## config.mk

```make
export PLATFORM = sky130hd
export DESIGN_NAME = wb_regfile
export DESIGN_NICKNAME = d
export VERILOG_FILES = /design/src/rtl/wb_regfile.sv
export SDC_FILE = /design/constraint.sdc
export NUM_CORES = 2
export LEC_CHECK = 0
export BUFFER_PORTS_ARGS = -buffer_cell sky130_fd_sc_hd__buf_2
export CORE_MARGIN = 5
export CORE_UTILIZATION = 38
export CTS_BUF_LIST = sky130_fd_sc_hd__clkbuf_4 sky130_fd_sc_hd__clkbuf_8
export DETAILED_ROUTE_END_ITERATION = 8
export PLACE_DENSITY = 0.63
export SYNTH_ARGS = -nofsm -noshare
export SYNTH_HDL_FRONTEND = slang
export SYNTH_SLANG_ARGS = --single-unit
export TNS_END_PERCENT = 100
```

## constraint.sdc

```tcl
create_clock -name clk -period 2.2 [get_ports clk]
set_input_delay 0.44 -clock clk [delete_from_list [all_inputs] [get_ports clk]]
set_output_delay 0.44 -clock clk [all_outputs]
set_load 0.01 [all_outputs]
```

## src/rtl/wb_regfile.sv

```systemverilog
// Writeback-stage register file: 31 stored registers (r1..r31), two combinational
// read ports, one write port fed by the MEM/WB writeback mux, and a commit counter.
// Optional same-cycle write-to-read bypass is enabled by defining WB_BYPASS_EN.
module wb_regfile (
  input  logic        clk,
  input  logic        clrn,
  input  logic        wwreg,
  input  logic        wm2reg,
  input  logic [31:0] walu,
  input  logic [31:0] wmo,
  input  logic [4:0]  wrn,
  input  logic [4:0]  rna,
  input  logic [4:0]  rnb,
  output logic [31:0] qa,
  output logic [31:0] qb,
  output logic [31:0] wdata,
  output logic [31:0] wcnt
);

  // r0 is hardwired to zero, so only r1..r31 exist as storage
  logic [31:0] rf_q [31:1];
  logic [31:0] wcnt_q;
  logic        commit;

  // Writeback source select, visible regardless of wwreg for forwarding
  always_comb begin
    wdata = wm2reg ? wmo : walu;
  end

  // A write commits only when enabled and not aimed at r0
  always_comb begin
    commit = wwreg && (wrn != 5'd0);
  end

  // Register storage and commit counter; reset clears everything immediately
  always_ff @(posedge clk or negedge clrn) begin
    if (!clrn) begin
      for (int i = 1; i < 32; i++) begin
        rf_q[i] <= '0;
      end
      wcnt_q <= '0;
    end else if (commit) begin
      rf_q[wrn] <= wdata;
      wcnt_q    <= wcnt_q + 32'd1;
    end
  end

  // Read port A; clrn gating keeps reads at zero while reset is held
  always_comb begin
    qa = '0;
    if (clrn && (rna != 5'd0)) begin
`ifdef WB_BYPASS_EN
      if (commit && (rna == wrn)) begin
        qa = wdata;
      end else begin
        qa = rf_q[rna];
      end
`else
      qa = rf_q[rna];
`endif
    end
  end

  // Read port B, same rules as port A
  always_comb begin
    qb = '0;
    if (clrn && (rnb != 5'd0)) begin
`ifdef WB_BYPASS_EN
      if (commit && (rnb == wrn)) begin
        qb = wdata;
      end else begin
        qb = rf_q[rnb];
      end
`else
      qb = rf_q[rnb];
`endif
    end
  end

  // Counter output
  always_comb begin
    wcnt = wcnt_q;
  end

endmodule

```

==> impl_metrics.env <==
export IMPL_avgSynthCellArea_sq_um=11.1
export IMPL_cts_root_buf="clkbuf_8"
export IMPL_syn2layout_area_growth_pct=20.6
export IMPL_synth_edf_count=0
export IMPL_path_common_cell="buf_6"
export IMPL_drt_pass1_iter_count=7
export IMPL_coreArea_sq_mm=0.138
export IMPL_leakage_nw=27.5
export IMPL_syn_instance_count=4741
export IMPL_final_net_count=5145
export IMPL_grt_pass1_vias=40800
export IMPL_post_route_period_util_pct=141
export IMPL_grt_pass1_wl_um=259000
export IMPL_p_per_area_mw_per_mm2=912
export IMPL_ir_worst_vdd_mv=0.604
export IMPL_setup_viol=64
export IMPL_worst_pin_slew_ns=1.15
export IMPL_htreeDepth=4
export IMPL_gp_congestion=0.835
export IMPL_gr_total_overflow=0
export IMPL_hold_class="in2reg"
export IMPL_numCtsBuffers=176
export IMPL_min_period_ns=3.09
export IMPL_cts_max_path_buffers=3
export IMPL_cts_sinks=1024
export IMPL_yosysUniqueCellTypes=42
export IMPL_track_usage_pct=23.1
export IMPL_die_h_um=383
export IMPL_yosysWarningCount=0
export IMPL_clock_latency_ns=0.88
export IMPL_cp_max_fo=2
export IMPL_cts_tree="yes"
export IMPL_synth_common_cells="1024 x dfrtp_1, 595 x nor2_1, 568 x nand2_1"
export IMPL_synth_ff_type="dfrtp_1"
export IMPL_fin_ws_ns=-0.892
export IMPL_die_x_um=383
export IMPL_synth_top_cell_by_area="dfrtp_1"
export IMPL_portBuffers=210
export IMPL_post_drt_via_cell_ratio=5.78
export IMPL_fp_dieArea_sq_mm=0.147
export IMPL_clock_fmax_mhz=323
export IMPL_grt_start_max_net_pins=180
export IMPL_pre_cts_ws_ns=-0.539
export IMPL_postRouteAntennaNets=0
export IMPL_endpoint_kind="output port"
export IMPL_critPathSlowestCell="mux4_2"
export IMPL_slew_viol_final=0
export IMPL_ys_ff_latch=1024
export IMPL_antenna_found_initial=4
export IMPL_drive_above_1_share_pct=29.3
export IMPL_drc=0
export IMPL_hold_worst_slack_ns=0.0948
export IMPL_hold_depth=4
export IMPL_crit_chain="buf_6, mux4_2, mux2i_2, a221o_1, o221ai_4, buf_6"
export IMPL_drt_initial_drc_count=3769
export IMPL_yosysTopAreaCellShare_pct=48.5
export IMPL_violations="setup timing"
export IMPL_fin_area_sq_mm=0.0637
export IMPL_netlist_area_sq_mm=0.0528
export IMPL_path_class="reg2out"
export IMPL_status="finished, violations left"
export IMPL_syn_nets=4825
export IMPL_routedWlPerCell_um=24.4
export IMPL_io_pins=211
export IMPL_clk_pin_slew_ns=0.06
export IMPL_via_count=40400
export IMPL_synth_seq_area_share_pct=48.5
export IMPL_grt_setup_unrepaired="yes"
export IMPL_critPathRequiredTime_ns=1.76
export IMPL_rr_worst_depth=6
export IMPL_synthArstFlopShare_pct=100
export IMPL_cap_viol_max_count=0
export IMPL_dpl_cell_area_sq_mm=0.0591
export IMPL_hpwl_um=110000
export IMPL_crit_path_start_kind="flip-flop"
export IMPL_synth_area_leaders="dfrtp_1 49%, mux4_2 19%, mux2i_1 5.5%"
export IMPL_power_mw=58.1
export IMPL_wirelength_um=171000
export IMPL_relSlewSlack_pct=23.4
export IMPL_hold_violations=0
export IMPL_synth_most_common_cell="dfrtp_1"
export IMPL_num_rows=136
export IMPL_arrival_ns=2.65
export IMPL_slowest_delay_ns=0.46
export IMPL_start_util_pct=38.3
export IMPL_fin_skew_ns=0.0271
final timing paths:
check / slack (ns) / from / to
max: -0.89 / rf_q[428]$_DFFE_PN0P_ / qa[12]
min: 0.09 / walu[23] / rf_q[375]$_DFFE_PN0P_
max reg2reg: 0.39 / wcnt[13]$_DFFE_PN0P_ / wcnt[30]$_DFFE_PN0P_
min reg2reg: 0.49 / wcnt[26]$_DFFE_PN0P_ / wcnt[26]$_DFFE_PN0P_
max in group asynchronous: 0.78 / clrn / rf_q[561]$_DFFE_PN0P_
min in group asynchronous: 0.22 / clrn / rf_q[254]$_DFFE_PN0P_
per-layer routing:
| metal | global-route usage, % | part of all wire, % |
|---|---|---|
| met3 | 5.73 | 8.2 |
| met2 | 36.0 | 46 |
| met4 | 9.05 | 3.8 |
| met1 | 31.4 | 42 |
| met5 | 0 | 0 |
registers in the layout, summed over array words and instances, names as in the netlist:
register,flops
rf_q,992
wcnt,32
cell families after synthesis:
kind of cell,synth area share [%]
fa+ha+maj,0.0237
buf+inv,4.39
xor+xnor,0.514
mux,24.6
flops,48.5
compound gates,12.6
simple gates,9.37
report_power, final:
part	leakage (nW)	switching [mW]	total [mW]	internal [mW]
Combinational	12.7	6.12	13.3	7.15
Sequential	12.8	3.18	26.1	22.9
Clock	2.02	8.35	18.7	10.3
Total	27.5	17.7	58.1	40.4
worst max-delay path: cells and delay by family, from the launching register on:
kind                   cells  cell delay (ns)
buffers and inverters      2             0.27
muxes                      2             0.65
DFF                        1             0.39
AOI/OAI and AO/OA          2             0.44
final cells by class:
type / count / area (sq um)
antenna: 3 / 7.51
tap: 1794 / 2240
sequential: 1024 / 25600
clock inverter: 39 / 415
fill: 12500 / 74100
timing repair buffer: 618 / 6150
inverter: 36 / 135
multi-input combinational: 3205 / 25800
clock buffer: 272 / 3380
cell usage in the layout, fill, tap and decap left out, types with 17 or more instances in the layout:
| cell | n |
|---|---|
| buf_12 | 146 |
| clkinv_2 | 21 |
| xor2_1 | 18 |
| clkbuf_4 | 58 |
| mux2i_1 | 238 |
| o221ai_2 | 57 |
| buf_2 | 186 |
| mux2i_2 | 41 |
| inv_1 | 36 |
| o21ai_0 | 480 |
| buf_4 | 249 |
| a211oi_1 | 61 |
| clkbuf_8 | 214 |
| a21oi_1 | 512 |
| a221o_1 | 62 |
| dfrtp_1 | 1024 |
| mux4_2 | 447 |
| nand2_1 | 565 |
| buf_6 | 17 |
| nor2_1 | 592 |
what timing repair did:
| action | in CTS | in global routing |
|---|---|---|
| hold endpoints to repair | 187 | 0 |
| hold buffers | 13 | 0 |
| resized for setup | 78 | 17 |
| pin swaps | 51 | 31 |
| setup endpoints to repair | 64 | 64 |
| buffers inserted | 8 | 19 |
stage by stage:
stage	utilization [%]	std cells	TNS, ns
after global routing	46.2	6991	-52.68
after CTS	46.1	6970	-51.33
final	46.2	6991	-46.08
after global placement	42.9	6638	-27.79
after detailed placement	42.9	6638	-28.11
after floorplan	-	4741	-0.132
No activity file was read; power rests on OpenSTA's default activity.
